--- src/rtl/vp2_pkg.sv ---
`timescale 1ns/1ps
// vp2_pkg: opcodes, reply constants and parser state shared by the VP2 board top.
package vp2_pkg;

    localparam logic [7:0] OP_SPI      = 8'h00;
    localparam logic [7:0] OP_CS       = 8'h01;
    localparam logic [7:0] OP_OUT      = 8'h02;
    localparam logic [7:0] OP_DIV      = 8'h03;
    localparam logic [7:0] REPLY_BAD   = 8'h3F;
    localparam logic [7:0] SPI_DIV_RST = 8'd124;

    typedef enum logic [1:0] {CMD, DATA, EXEC, REPLY} parser_state_t;

    // Clocks per UART bit, rounded to nearest.
    function automatic int baud_div(input int clk_hz, input int baud);
        return (clk_hz + baud / 2) / baud;
    endfunction

endpackage

--- src/rtl/vp2_uart.sv ---
`timescale 1ns/1ps
// vp2_uart: 8N1 receiver (2-flop synchronizer, start re-check, stop validation)
// and 10-bit-frame transmitter for the host link.
module vp2_uart #(
    parameter int BAUD_DIV = 868
) (
    input  logic       clk,
    input  logic       rst_n,
    input  logic       i_rx,
    output logic       o_tx,
    output logic       o_rx_valid,
    output logic [7:0] o_rx_data,
    input  logic       i_tx_valid,
    input  logic [7:0] i_tx_data,
    output logic       o_tx_busy
);
    // Handshake: o_rx_valid strobes for one clock per good byte (no back-pressure);
    // a TX byte is taken on any clock where i_tx_valid is high and o_tx_busy is low.
    localparam logic [15:0] DIV_M1  = 16'(BAUD_DIV - 1);
    localparam logic [15:0] HALF_M1 = 16'(BAUD_DIV / 2 - 1);

    typedef enum logic [1:0] {RX_IDLE, RX_START, RX_DATA, RX_STOP} rx_state_t;

    rx_state_t   r_rx_state;
    rx_state_t   w_rx_next;
    logic        r_s1, r_s2, r_s3;
    logic [15:0] r_rx_cnt;
    logic [2:0]  r_rx_bit;
    logic [7:0]  r_rx_shift;
    logic        r_rx_valid;
    logic        w_bit_end;
    logic        w_half;

    logic        r_tx_busy;
    logic        r_tx_out;
    logic [8:0]  r_tx_shift;
    logic [15:0] r_tx_cnt;
    logic [3:0]  r_tx_bits;

    assign w_bit_end  = (r_rx_cnt == DIV_M1);
    assign w_half     = (r_rx_cnt == HALF_M1);
    assign o_rx_valid = r_rx_valid;
    assign o_rx_data  = r_rx_shift;
    assign o_tx       = r_tx_out;
    assign o_tx_busy  = r_tx_busy;

    always_comb begin
        w_rx_next = r_rx_state;
        case (r_rx_state)
            RX_IDLE:  if (r_s3 && !r_s2) w_rx_next = RX_START;
            RX_START: if (w_half) w_rx_next = r_s2 ? RX_IDLE : RX_DATA;
            RX_DATA:  if (w_bit_end && r_rx_bit == 3'd7) w_rx_next = RX_STOP;
            RX_STOP:  if (w_bit_end) w_rx_next = RX_IDLE;
            default:  w_rx_next = RX_IDLE;
        endcase
    end

    always_ff @(posedge clk or negedge rst_n) begin
        if (!rst_n) begin
            r_s1       <= 1'b1;
            r_s2       <= 1'b1;
            r_s3       <= 1'b1;
            r_rx_state <= RX_IDLE;
            r_rx_cnt   <= '0;
            r_rx_bit   <= '0;
            r_rx_shift <= '0;
            r_rx_valid <= 1'b0;
        end else begin
            r_s1       <= i_rx;
            r_s2       <= r_s1;
            r_s3       <= r_s2;
            r_rx_state <= w_rx_next;
            r_rx_valid <= 1'b0;
            // Counter restarts on every state change and every data bit boundary.
            if (r_rx_state == RX_IDLE || r_rx_state != w_rx_next ||
                (r_rx_state == RX_DATA && w_bit_end))
                r_rx_cnt <= '0;
            else
                r_rx_cnt <= r_rx_cnt + 16'd1;
            if (r_rx_state == RX_START)
                r_rx_bit <= '0;
            if (r_rx_state == RX_DATA && w_bit_end) begin
                r_rx_shift <= {r_s2, r_rx_shift[7:1]};
                r_rx_bit   <= r_rx_bit + 3'd1;
            end
            if (r_rx_state == RX_STOP && w_bit_end && r_s2)
                r_rx_valid <= 1'b1;
        end
    end

    always_ff @(posedge clk or negedge rst_n) begin
        if (!rst_n) begin
            r_tx_busy  <= 1'b0;
            r_tx_out   <= 1'b1;
            r_tx_shift <= '1;
            r_tx_cnt   <= '0;
            r_tx_bits  <= '0;
        end else if (!r_tx_busy) begin
            if (i_tx_valid) begin
                r_tx_busy  <= 1'b1;
                r_tx_out   <= 1'b0;
                r_tx_shift <= {1'b1, i_tx_data};
                r_tx_cnt   <= '0;
                r_tx_bits  <= '0;
            end
        end else if (r_tx_cnt == DIV_M1) begin
            r_tx_cnt <= '0;
            if (r_tx_bits == 4'd9) begin
                r_tx_busy <= 1'b0;
            end else begin
                r_tx_out   <= r_tx_shift[0];
                r_tx_shift <= {1'b1, r_tx_shift[8:1]};
                r_tx_bits  <= r_tx_bits + 4'd1;
            end
        end else begin
            r_tx_cnt <= r_tx_cnt + 16'd1;
        end
    end

endmodule

--- src/rtl/vp2_top.sv ---
`timescale 1ns/1ps
// vp2_top: VP2 board top. Decodes two-byte UART commands, drives the SD-card SPI
// port, LEDs and beeper, and answers every command with one reply byte.
module vp2_top
    import vp2_pkg::*;
#(
    parameter int CLK_HZ    = 100_000_000,
    parameter int BAUD      = 115200,
    parameter int BEEP_HALF = 50_000
) (
    input  logic          clk,
    input  logic          SYSRESET,
    input  logic          UART_RX,
    output logic          UART_TX,
    input  logic          SD_DI,
    output logic          SD_CLK,
    output logic          SD_DO,
    output logic          SD_CS,
    output logic          led1,
    output logic          led2,
    output logic          led3,
    output logic          led4,
    output logic          led5,
    output logic          beep,
    output parser_state_t o_dbg_state
);
    localparam int BAUD_DIV = baud_div(CLK_HZ, BAUD);
    localparam int BW       = $clog2(BEEP_HALF + 1);
    localparam logic [BW-1:0] BEEP_M1 = BW'(BEEP_HALF - 1);

    parser_state_t r_state;
    parser_state_t w_next;
    logic [7:0]    r_op;
    logic [7:0]    r_reply;
    logic [7:0]    r_div;
    logic [4:0]    r_leds;
    logic          r_beep_en;
    logic          r_cs;

    logic          w_rx_valid;
    logic [7:0]    w_rx_data;
    logic          w_tx_valid;
    logic [7:0]    w_tx_data;
    logic          w_tx_busy;
    logic          w_accept;
    logic          w_spi_start;

    logic          r_spi_busy;
    logic          r_spi_clk;
    logic          r_spi_do;
    logic [7:0]    r_spi_cnt;
    logic [7:0]    r_spi_cur_div;
    logic [3:0]    r_spi_half;
    logic [7:0]    r_spi_tx;
    logic [7:0]    r_spi_rx;

    logic [BW-1:0] r_beep_cnt;
    logic          r_beep;

    vp2_uart #(.BAUD_DIV(BAUD_DIV)) u_uart (
        .clk        (clk),
        .rst_n      (SYSRESET),
        .i_rx       (UART_RX),
        .o_tx       (UART_TX),
        .o_rx_valid (w_rx_valid),
        .o_rx_data  (w_rx_data),
        .i_tx_valid (w_tx_valid),
        .i_tx_data  (w_tx_data),
        .o_tx_busy  (w_tx_busy)
    );

    // Bytes arriving while the SPI or UART TX is busy are dropped.
    assign w_accept    = w_rx_valid && !r_spi_busy && !w_tx_busy;
    assign w_spi_start = (r_state == DATA) && w_accept && (r_op == OP_SPI);

    assign SD_CLK      = r_spi_clk;
    assign SD_DO       = r_spi_do;
    assign SD_CS       = r_cs;
    assign {led5, led4, led3, led2, led1} = r_leds;
    assign beep        = r_beep;
    assign o_dbg_state = r_state;

    always_comb begin
        w_next     = r_state;
        w_tx_valid = 1'b0;
        w_tx_data  = r_reply;
        case (r_state)
            CMD:  if (w_accept) w_next = DATA;
            DATA: if (w_accept) w_next = (r_op == OP_SPI) ? EXEC : REPLY;
            EXEC: if (!r_spi_busy) begin
                w_tx_data  = r_spi_rx;
                w_tx_valid = !w_tx_busy;
                w_next     = w_tx_busy ? REPLY : CMD;
            end
            REPLY: begin
                w_tx_valid = !w_tx_busy;
                if (!w_tx_busy) w_next = CMD;
            end
            default: w_next = CMD;
        endcase
    end

    always_ff @(posedge clk or negedge SYSRESET) begin
        if (!SYSRESET) begin
            r_state   <= CMD;
            r_op      <= '0;
            r_reply   <= '0;
            r_div     <= SPI_DIV_RST;
            r_leds    <= '0;
            r_beep_en <= 1'b0;
            r_cs      <= 1'b1;
        end else begin
            r_state <= w_next;
            if (r_state == CMD && w_accept)
                r_op <= w_rx_data;
            if (r_state == DATA && w_accept) begin
                case (r_op)
                    OP_SPI: ;
                    OP_CS: begin
                        r_cs    <= w_rx_data[0];
                        r_reply <= w_rx_data;
                    end
                    OP_OUT: begin
                        r_leds    <= w_rx_data[4:0];
                        r_beep_en <= w_rx_data[5];
                        r_reply   <= w_rx_data;
                    end
                    OP_DIV: begin
                        r_div   <= w_rx_data;
                        r_reply <= w_rx_data;
                    end
                    default: r_reply <= REPLY_BAD;
                endcase
            end
            if (r_state == EXEC && !r_spi_busy)
                r_reply <= r_spi_rx;
        end
    end

    // Mode 0 shifter: MISO captured on the rising SD_CLK, next MOSI bit on the falling one.
    always_ff @(posedge clk or negedge SYSRESET) begin
        if (!SYSRESET) begin
            r_spi_busy    <= 1'b0;
            r_spi_clk     <= 1'b0;
            r_spi_do      <= 1'b1;
            r_spi_cnt     <= '0;
            r_spi_cur_div <= SPI_DIV_RST;
            r_spi_half    <= '0;
            r_spi_tx      <= '0;
            r_spi_rx      <= '0;
        end else if (w_spi_start) begin
            r_spi_busy    <= 1'b1;
            r_spi_tx      <= w_rx_data;
            r_spi_do      <= w_rx_data[7];
            r_spi_cnt     <= '0;
            r_spi_half    <= '0;
            r_spi_cur_div <= r_div;
        end else if (r_spi_busy) begin
            if (r_spi_cnt == r_spi_cur_div) begin
                r_spi_cnt  <= '0;
                r_spi_half <= r_spi_half + 4'd1;
                r_spi_clk  <= ~r_spi_clk;
                if (!r_spi_clk) begin
                    r_spi_rx <= {r_spi_rx[6:0], SD_DI};
                end else begin
                    r_spi_tx <= {r_spi_tx[6:0], 1'b0};
                    r_spi_do <= (r_spi_half == 4'd15) ? 1'b1 : r_spi_tx[6];
                    if (r_spi_half == 4'd15) r_spi_busy <= 1'b0;
                end
            end else begin
                r_spi_cnt <= r_spi_cnt + 8'd1;
            end
        end
    end

    always_ff @(posedge clk or negedge SYSRESET) begin
        if (!SYSRESET) begin
            r_beep_cnt <= '0;
            r_beep     <= 1'b0;
        end else if (!r_beep_en) begin
            r_beep_cnt <= '0;
            r_beep     <= 1'b0;
        end else if (r_beep_cnt == BEEP_M1) begin
            r_beep_cnt <= '0;
            r_beep     <= ~r_beep;
        end else begin
            r_beep_cnt <= r_beep_cnt + 1'b1;
        end
    end

endmodule

--- config.mk ---
export PLATFORM = sky130hd
export DESIGN_NAME = vp2_top
export DESIGN_NICKNAME = d
export VERILOG_FILES = /design/src/rtl/vp2_pkg.sv /design/src/rtl/vp2_uart.sv /design/src/rtl/vp2_top.sv
export SDC_FILE = /design/constraint.sdc
export NUM_CORES = 1
export LEC_CHECK = 0
export ABC_CLOCK_PERIOD_IN_PS = 3300
export CAP_MARGIN = 20
export CORE_ASPECT_RATIO = 1.25
export CORE_MARGIN = 5
export CORE_UTILIZATION = 40
export DETAILED_ROUTE_END_ITERATION = 10
export PLACE_DENSITY = 0.55
export RECOVER_POWER = 50
export SLEW_MARGIN = 20
export SYNTH_ARGS = -nofsm -noshare
export SYNTH_HDL_FRONTEND = slang
export SYNTH_HIERARCHICAL = 1
export SYNTH_SLANG_ARGS = --single-unit
--- constraint.sdc ---
create_clock -name clk -period 3.3 [get_ports clk]
set_input_delay 0.66 -clock clk [delete_from_list [all_inputs] [get_ports clk]]
set_output_delay 0.66 -clock clk [all_outputs]
set_load 0.005 [all_outputs]
Word-level counts from Yosys, hierarchy flattened
Cells that the tools add are included.
- muxes and demuxes: 67
- reduce and logical (&&, ||, !) cells: 36
- bitwise operators: 3
- add/sub/neg operators: 7
- eq/ne operators: 26
- operators with widths (operator ; count):
    16-bit two-way mux ; 6
    8-bit two-way mux ; 7
    16-bit by 1-bit adder with 16-bit output (second input constant) ; 3
    9-bit two-way mux ; 4
    16-bit by 10-bit == test with 1-bit output (second input constant) ; 2
    4-bit two-way mux ; 7
    7-bit two-way mux ; 4
    1-bit two-way mux ; 23
    2-bit two-way mux ; 10
    16-bit == test (second input constant) ; 1
    16-bit by 9-bit == test with 1-bit output (second input constant) ; 1
    8-bit by 2-bit == test with 1-bit output (second input constant) ; 2
    2-bit one-hot mux with 4 select lines ; 2
    8-bit one-hot mux with 2 select lines ; 1
    2-bit != test (second input constant) ; 6
    2-bit nonzero test ; 6
    1-bit logical AND ; 11
    2-bit AND reduction ; 5
    3-bit AND reduction ; 3
    4-bit by 1-bit adder with 4-bit output (second input constant) ; 2
    8-bit by 1-bit adder with 8-bit output (second input constant) ; 1
    2-bit == test (second input constant) ; 4
    4-bit == test (second input constant) ; 2
    8-bit by 1-bit == test with 1-bit output (second input constant) ; 1
    other kinds (15) ; 25
- word-level logic and storage cells: 169
- register bits after elaboration: 152
- input port bits: 4
- output and inout port bits: 12

Longest topological paths before layout
Gate-level depths: netlist of run 1.
- depth after elaboration: 8
- gate-level depth with buffers: 9

Modules after synthesis
The synthesis of run 1 kept the hierarchy.
- by module, submodules not included (module ; times used ; sequential area each (µm²) ; area an instance (µm²) ; cells each):
    vp2_top ; 1 ; 2217.1 ; 4031.4 ; 352
    vp2_uart ; 1 ; 1591.5 ; 3342.0 ; 321

Least setup slack after synthesis of run 1
Ideal clock, no wire load.
- kind: flip-flop to flip-flop
- start point: register r_op[3]
- end point: register r_beep_en
- data required time: 3175 ps
- arrival time: 1874 ps
- cell stages (with the launch flop): 6
- slack: 1301 ps
- period minus slack after synthesis: 1999 ps
- cells stage by stage: dfrtp_1 > or4_4 > nor4_4 > nand2_1 > nor2_4 > mux2_2
- word-level cells in the longest chain between the ends: 2
- RTL lines (item ; RTL line ; source):
    from (decl) ; vp2_top.sv:33 ; logic [7:0] r_op;
    from (signal assigned) ; vp2_top.sv:115 ; r_op <= w_rx_data;
    8-bit by 2-bit == test with 1-bit output ; vp2_top.sv:117 ; case (r_op)
    2-bit AND reduction (no line) ; n/a ;
    to (signal assigned) ; vp2_top.sv:125 ; r_beep_en <= w_rx_data[5];
    to (decl) ; vp2_top.sv:37 ; logic r_beep_en;
Every way passes these cells.
A chain may end at the register's enable or synchronous reset.

Worst setup path after layout of run 1
- start point: register r_spi_busy
- end point: register r_spi_tx[0]
- word-level cells in the longest chain between the ends: 7
- elaborated cells between the ends (all ways): 10
- RTL lines (item ; RTL line ; source):
    from (decl) ; vp2_top.sv:48 ; logic r_spi_busy;
    from (signal assigned) ; vp2_top.sv:143 ; r_spi_busy <= 1'b0;
    from (signal assigned) ; vp2_top.sv:152 ; r_spi_busy <= 1'b1;
    from (signal assigned) ; vp2_top.sv:168 ; if (r_spi_half == 4'd15) r_spi_busy <= 1'b0;
    1-bit zero test ; vp2_top.sv:73 ; assign w_accept = w_rx_valid && !r_spi_busy && !w_tx_busy;
    1-bit logical AND (2 in series) ; vp2_top.sv:73 ;
    1-bit logical AND (2 in series) ; vp2_top.sv:74 ; assign w_spi_start = (r_state == DATA) && w_accept && (r_op == OP_SPI);
    2-bit nonzero test (no line) ; n/a ;
    3-bit AND reduction (no line) ; n/a ;
    to (signal assigned) ; vp2_top.sv:153 ; r_spi_tx <= w_rx_data;
    to (signal assigned) ; vp2_top.sv:166 ; r_spi_tx <= {r_spi_tx[6:0], 1'b0};
    to (decl) ; vp2_top.sv:54 ; logic [7:0] r_spi_tx;
Parallel ways exist; a longest one is shown, timed or not.

==> impl_metrics.csv, run 1 <==
group,metric,value,unit
status,outcome,"complete, but fails checks",
status,violations,"max-capacitance violations, max-slew violations",
power_and_ir_drop,power.internal,3.22,mW
min_path,hold_path_class,"reg2reg",
synthesis,yosysTopAreaCellShare,0.431,
cts,cts_root_buf,"clkbuf_16",
placement,numPortBuffers,15,
synthesis,synth_fa_ha_area_frac,0.0170,
drt,ant_nets,0,
final_layout,stdcell_area,0.00833,mm2
global_routing,grt_pass1_vias,5245,
timing,setup-violations-final,0,
floorplanning,dieArea,0.0213,mm2
power_and_ir_drop,power_frac_seq,0.465,
final_layout,antennaDiodeCount,0,
floorplanning,core,0.0181,mm2
synthesis,synth_top_family_by_area,"simple AND/OR/NAND/NOR gates",
synthesis,yosysTopAreaCell,"dfrtp_1",
power_and_ir_drop,power_frac_comb,0.037,
placement,place_area,0.00772,mm2
timing,fmax,416,MHz
synthesis,syn_area,0.00737,mm2
synthesis,synth_xor_area_frac,0.0487,
power_and_ir_drop,pwr-share-clk,0.498,
timing,setup_tns,0,ps
floorplanning,start_util,0.407,
timing,tightest_slew,1840,ps
global_routing,antenna_found_initial,0,
synthesis,ys_warn_count,6,
synthesis,syn-instance-count,673,
global_routing,grt_pass1_wl,26100,um
timing,rsz0062_at_grt,"false",
timing,finalCriticalPeriod,2410,ps
floorplanning,ioPinCount,16,
floorplanning,dieWidth,131,um
final_layout,areaGrowthSynthToFinish,13.0,%
timing,period_share,0.729,
cts,htree_levels,4,
min_path,hold_depth,0,
drt,dr.max_layer_used,"met4",
power_and_ir_drop,switching_power,942,uW
synthesis,synth_compound_area_frac,0.104,
placement,gp_congestion,0.828,
drt,route.met3.wl,471,um
synthesis,ys_top_cells_by_area,"dfrtp_1 43%, dfstp_2 8.6%, mux2_2 6.4%",
global_routing,grt_overflow,0,
cts,cts_tree,"done",
global_routing,grt_usage,0.148,
setup_path,path_cells,"or3b_1, nor2_1, nand2_2, mux2_2, and2_1",
run,drv_cap,1,
setup_path,critPathKind,"reg2reg",
drt,dr.pass1.iters,5,
synthesis,ys.flop_type,"dfrtp_1",
synthesis,synthArstFlopShare,1.00,
power_and_ir_drop,p_leak,3.62,nW
placement,place_hpwl,10400,um
synthesis,ys_seq_area_frac,0.517,
floorplanning,die_y,162,um
global_routing,grt_max_degree,75,
timing,skew,9.63,ps
synthesis,synth_fp_nets,687,
drt,met1Wirelength,7090,um
setup_path,r2r-start,"r_spi_busy",
cts,cts_setup_buffers,0,
synthesis,ys_ff_latch,151,
power_and_ir_drop,power.density,499,mW/mm2
cts,numCtsBuffers,17,
timing,slew_headroom,-0.224,
setup_path,slowest_stage,"dfrtp_1",
setup_path,arrival,2720,ps
final_layout,fin_nets,705,
drt,drtIter0Drc,359,
drt,wl_per_cell,16.4,um
cts,cts_sinks,151,
setup_path,worstSetupEndpointType,"flip-flop",
min_path,hp-start,"u_uart/r_s1",
setup_path,crit_path_start_kind,"flip-flop",
drt,vias,5190,
power_and_ir_drop,power,4.16,mW
power_and_ir_drop,vdd_drop_max,0.000362,V
cts,clk_latency,430,ps
drt,dr_wl_met2,7250,um
cts,clockBufferDepth,2,
cts,hold_buffers,0,
cts,clk_pin_slew,70,ps
setup_path,cp_slowest_stage_delay,540,ps
setup_path,critPathMaxFanout,34,
synthesis,synth-simple-area-share,0.200,
synthesis,synth_mux_area_frac,0.0876,
setup_path,reg2reg_depth,5,
setup_path,rr_endpoint,"r_spi_tx[0]",
min_path,holdPathEnd,"u_uart/r_s2",
floorplanning,fp-row-count,55,
synthesis,synth-edff-count,0,
drt,drc,0,
setup_path,r2r_setup_slack,890,ps
synthesis,synth.distinct_cells,70,
timing,hold_viol,0,
setup_path,cp_num_buf_inv,0,
drt,routed_wl,15300,um
power_and_ir_drop,switching_share,0.227,
drt,vias_per_cell,5.57,
synthesis,syn_avg_cell_area,11.0,um2
setup_path,crit_family,"simple AND/OR/NAND/NOR gates",
setup_path,worstPathRequired,3610,ps
cts,postCtsResizedCells,0,
timing,maxSlewViolCount,75,
final_layout,drive_gt1_frac,0.195,
## power groups by stage
stage | Combinational [mW] | Sequential, mW | Clock [mW]
6_report | 0.153 | 1.93 | 2.07
5_1_grt | 0.180 | 1.94 | 2.20
4_1_cts | 0.161 | 1.93 | 2.12
3_5_place_dp | 0.160 | 1.97 | 0
3_3_place_gp | 0.154 | 1.96 | 0
2_1_floorplan | 0.104 | 1.95 | 0
## per-layer routing
metal / GRT usage / vias up
li1: - / 2480
met5: 0 / -
met1: 0.193 / 2579
met2: 0.238 / 95
met3: 0.0344 / 36
met4: 0.0636 / 0
## area by class of cell
| type | count | area [um2] |
|---|---|---|
| well taps | 228 | 285 |
| fillers | 1666 | 9770 |
| multi-input cells | 482 | 3360 |
| clock buffers | 18 | 429 |
| inverters | 19 | 71.3 |
| clock inverters | 14 | 199 |
| repair buffers | 20 | 175 |
| flip-flops and latches | 151 | 3810 |
## cells in the final DEF (no fill, tap or decap), types with 6 or more instances in the layout
master and instances:
nor4_4 6, o22ai_1 12, o21ai_0 21, a31oi_1 10
clkdlybuf4s50_1 13, mux2_2 42, nor4_1 6, nor3_1 14
xor2_1 16, clkbuf_16 17, nor2_1 49, xnor2_1 25
ha_1 10, dfstp_2 23, a21oi_1 27, mux2i_1 12
nand4_1 15, dfrtp_1 127, o22a_1 10, and3_1 15
nand3_1 29, nand2_1 74, nand3b_1 13, and2_1 8
inv_1 17
## synthesized netlist by cell type, types with 4 or more instances
| cell type | n |
|---|---|
| dfrtp_1 | 127 |
| nand2_1 | 74 |
| nor2_1 | 49 |
| mux2_2 | 42 |
| nand3_1 | 29 |
| a21oi_1 | 27 |
| xnor2_1 | 25 |
| dfstp_2 | 24 |
| o21ai_0 | 21 |
| inv_1 | 17 |
| xor2_1 | 16 |
| and3_1 | 15 |
| nand4_1 | 15 |
| nor3_1 | 14 |
| nand3b_1 | 13 |
| mux2i_1 | 12 |
| o22ai_1 | 12 |
| a31oi_1 | 10 |
| clkbuf_1 | 10 |
| ha_1 | 10 |
| o22a_1 | 10 |
| and2_1 | 8 |
| nor4_1 | 6 |
| nor4_4 | 6 |
| buf_2 | 5 |
| nand2b_1 | 4 |
| o221a_2 | 4 |
| or4_1 | 4 |
## registers in the layout (all words and copies together), names as in the netlist, 5 cells and up
name,cells
r_beep_cnt,16
r_div,8
r_leds,5
r_op,8
r_reply,8
r_spi_cnt,8
r_spi_cur_div,8
r_spi_rx,8
r_spi_tx,7
u_uart/o_rx_data,8
u_uart/r_rx_cnt,16
u_uart/r_tx_cnt,16
u_uart/r_tx_shift,8
## cell families (layout without fill, tap and decap cells)
group	Yosys count	after routing
AO/OA/AOI/OAI	112	112
adder cells (fa/ha/maj)	10	10
multiplexers	57	57
AND/OR/NAND/NOR	262	262
XOR/XNOR	41	41
buffers and inverters	40	71
flip-flops	151	151
## stage by stage
| step | utilization | hold slack, ps | cells | setup WS [ps] |
|---|---|---|---|---|
| after floorplan | - | 345 | 673 | 1300 |
| after global placement | 0.427 | 347 | 900 | 994 |
| after detailed placement | 0.427 | 347 | 900 | 940 |
| after CTS | 0.461 | 263 | 932 | 936 |
| after global routing | 0.460 | 369 | 932 | 492 |
| final | 0.460 | 362 | 932 | 894 |
## worst register-to-register path, stage by stage (launching register included)
cell and delay [ps]:
dfrtp_1 540, or3b_1 550, nor2_1 200, nand2_2 420, mux2_2 440, and2_1 150
## worst max-delay path by stage
stage,start,end,depth (start not counted)
after global placement,r_op[3],r_spi_tx[0],5
after detailed placement,r_op[3],r_spi_tx[0],5
after floorplan,r_op[3],r_beep_en,5
after CTS,r_op[3],r_spi_tx[0],5
after global routing,SYSRESET,u_uart/o_tx_busy,2
final,r_spi_busy,r_spi_tx[0],5
No activity file was read; power rests on OpenSTA's default activity.
==> run 2: changes to the inputs <==
--- a/config.mk
+++ b/config.mk
@@ -5,7 +5,7 @@
 export SDC_FILE = /design/constraint.sdc
 export NUM_CORES = 1
 export LEC_CHECK = 0
-export ABC_CLOCK_PERIOD_IN_PS = 3300
+export ABC_CLOCK_PERIOD_IN_PS = 2400
 export CAP_MARGIN = 20
 export CORE_ASPECT_RATIO = 1.25
 export CORE_MARGIN = 5
==> constraint.sdc (replaced) <==
create_clock -name clk -period 2.4 [get_ports clk]
set_input_delay 0.48 -clock clk [delete_from_list [all_inputs] [get_ports clk]]
set_output_delay 0.48 -clock clk [all_outputs]
set_load 0.005 [all_outputs]
==> impl_metrics.csv, run 2 (same netlist as run 1, synthesis figures left out) <==
group,metric,value,unit
cts,cts_root_buf,"clkbuf_16",
global_routing,grt_max_degree,50,
power_and_ir_drop,power_frac_comb,0.039,
setup_path,slowest_stage,"or4_4",
placement,numPortBuffers,15,
drt,drtIter0Drc,272,
timing,fmax,477,MHz
timing,rsz0062_at_grt,"false",
setup_path,path_cells,"or4_4, nor4_4, nand2_1, nor2_4, mux2_2",
power_and_ir_drop,power,5.51,mW
setup_path,critPathKind,"reg2reg",
floorplanning,start_util,0.407,
drt,dr.pass1.iters,4,
timing,hold_viol,0,
power_and_ir_drop,vdd_drop_max,0.000450,V
power_and_ir_drop,pwr-share-clk,0.478,
final_layout,areaGrowthSynthToFinish,13.8,%
drt,routed_wl,15200,um
timing,skew,10.6,ps
cts,cts_sinks,151,
drt,drc,0,
placement,gp_congestion,0.784,
drt,vias,5139,
final_layout,drive_gt1_frac,0.205,
min_path,hold_path_class,"reg2reg",
min_path,hp-start,"u_uart/r_s1",
global_routing,antenna_found_initial,0,
placement,place_hpwl,10500,um
run,drv_cap,0,
power_and_ir_drop,power.density,656,mW/mm2
drt,wl_per_cell,16.1,um
cts,clk_pin_slew,60,ps
cts,cts_tree,"done",
drt,ant_nets,0,
timing,tightest_slew,1070,ps
setup_path,worstSetupStartpoint,"r_op[3]",
floorplanning,core,0.0181,mm2
cts,clockBufferDepth,2,
setup_path,r2r-start,"r_op[3]",
floorplanning,dieArea,0.0213,mm2
status,outcome,"complete, no violations",
timing,period_share,0.874,
final_layout,final_common_cell,"dfrtp_1",
floorplanning,dieWidth,131,um
cts,htree_levels,4,
floorplanning,die_y,162,um
global_routing,grt_pass1_vias,5166,
floorplanning,ioPinCount,16,
timing,setup_tns,0,ps
global_routing,grt_pass1_wl,26500,um
final_layout,fin_nets,717,
setup_path,arrival,2400,ps
cts,numCtsBuffers,17,
final_layout,final_cell_mix,"127 x dfrtp_1, 74 x nand2_1, 49 x nor2_1, 42 x mux2_2, 29 x nand3_1",
setup_path,critPathMaxFanout,6,
timing,maxSlewViolCount,0,
setup_path,crit_family,"simple AND/OR/NAND/NOR gates",
final_layout,reg_top3,"r_beep_cnt: 16 flops, u_uart/r_rx_cnt: 16 flops, u_uart/r_tx_cnt: 16 flops",
timing,setup-violations-final,0,
global_routing,grt_usage,0.151,
power_and_ir_drop,p_leak,3.67,nW
global_routing,grt_overflow,0,
setup_path,cp_num_buf_inv,0,
power_and_ir_drop,switching_power,1.29,mW
power_and_ir_drop,power_frac_seq,0.483,
setup_path,cp_slowest_stage_delay,570,ps
drt,vias_per_cell,5.44,
setup_path,crit_path_start_kind,"flip-flop",
power_and_ir_drop,switching_share,0.233,
setup_path,worstSetupEndpointType,"flip-flop",
power_and_ir_drop,power.internal,4.22,mW
setup_path,worstPathRequired,2700,ps
cts,clk_latency,420,ps
final_layout,antennaDiodeCount,0,
timing,finalCriticalPeriod,2100,ps
timing,slew_headroom,0.285,
floorplanning,fp-row-count,55,
==> run 2: cell count changes in the layout (fill, tap and decap cells not counted), sizes merged <==
| cell | before | now |
|---|---|---|
| buf | 2 | 13 |
| clkbuf | 22 | 23 |
| clkinv | 4 | 5 |
| inv | 21 | 22 |
| bufinv | 4 | 2 |
| clkinvlp | 4 | 3 |
| dlygate4sd3 | 1 | 2 |
==> run 2: path summary, 6_finish.rpt <==
| kind | to | slack, ps | cells after the start |
|---|---|---|---|
| max in group asynchronous | u_uart/r_s3 | 460 | 3 |
| max reg2reg | r_leds[2] | 300 | 5 |
| min in group asynchronous | r_spi_cnt[1] | 820 | 2 |
| max | r_leds[2] | 300 | 5 |
| min reg2reg | u_uart/r_s2 | 360 | 0 |
| min | u_uart/r_s2 | 360 | 0 |
==> run 2: layout make-up <==
cell class / instances / area (um2)
well taps: 228 / 285
inverters: 19 / 71.3
flip-flops and latches: 151 / 3810
clock buffers: 19 / 433
repair buffers: 32 / 283
clock inverters: 13 / 145
multi-input cells: 482 / 3360
fillers: 1673 / 9710
==> run 2: metal layers <==
metal | track usage | up-vias | part of all wire
met4 | 0.0547 | 0 | 0.017
li1 | - | 2500 | -
met3 | 0.0273 | 19 | 0.024
met5 | 0 | - | 0
met1 | 0.204 | 2551 | 0.48
met2 | 0.243 | 69 | 0.48
==> run 2: power groups by stage <==
| stage | registers, mW | logic (mW) | clock network (mW) |
|---|---|---|---|
| CTS | 2.66 | 0.225 | 2.70 |
| global placement | 2.70 | 0.216 | 0 |
| finish | 2.66 | 0.214 | 2.63 |
| floorplan | 2.69 | 0.143 | 0 |
| detailed placement | 2.71 | 0.222 | 0 |
| global route | 2.67 | 0.246 | 2.83 |
==> run 2: through the flow <==
step           hold WS [ps]  instance area [um2]  std cells   util  worst slack, ps
6_report                365                 8390        944  0.464              303
3_5_place_dp            352                 7820        911  0.432              289
2_1_floorplan           184                 7370        673      -              401
4_1_cts                 361                 8400        944  0.464              284
3_3_place_gp            345                 7820        911  0.432              318
5_1_grt                 368                 8390        944  0.464              162
==> run 2: what timing repair did <==
item,4_1_cts,5_1_grt
resized for setup,0,0
endpoints found under the hold margin,26,0
hold buffers,1,0
buffers inserted,0,0
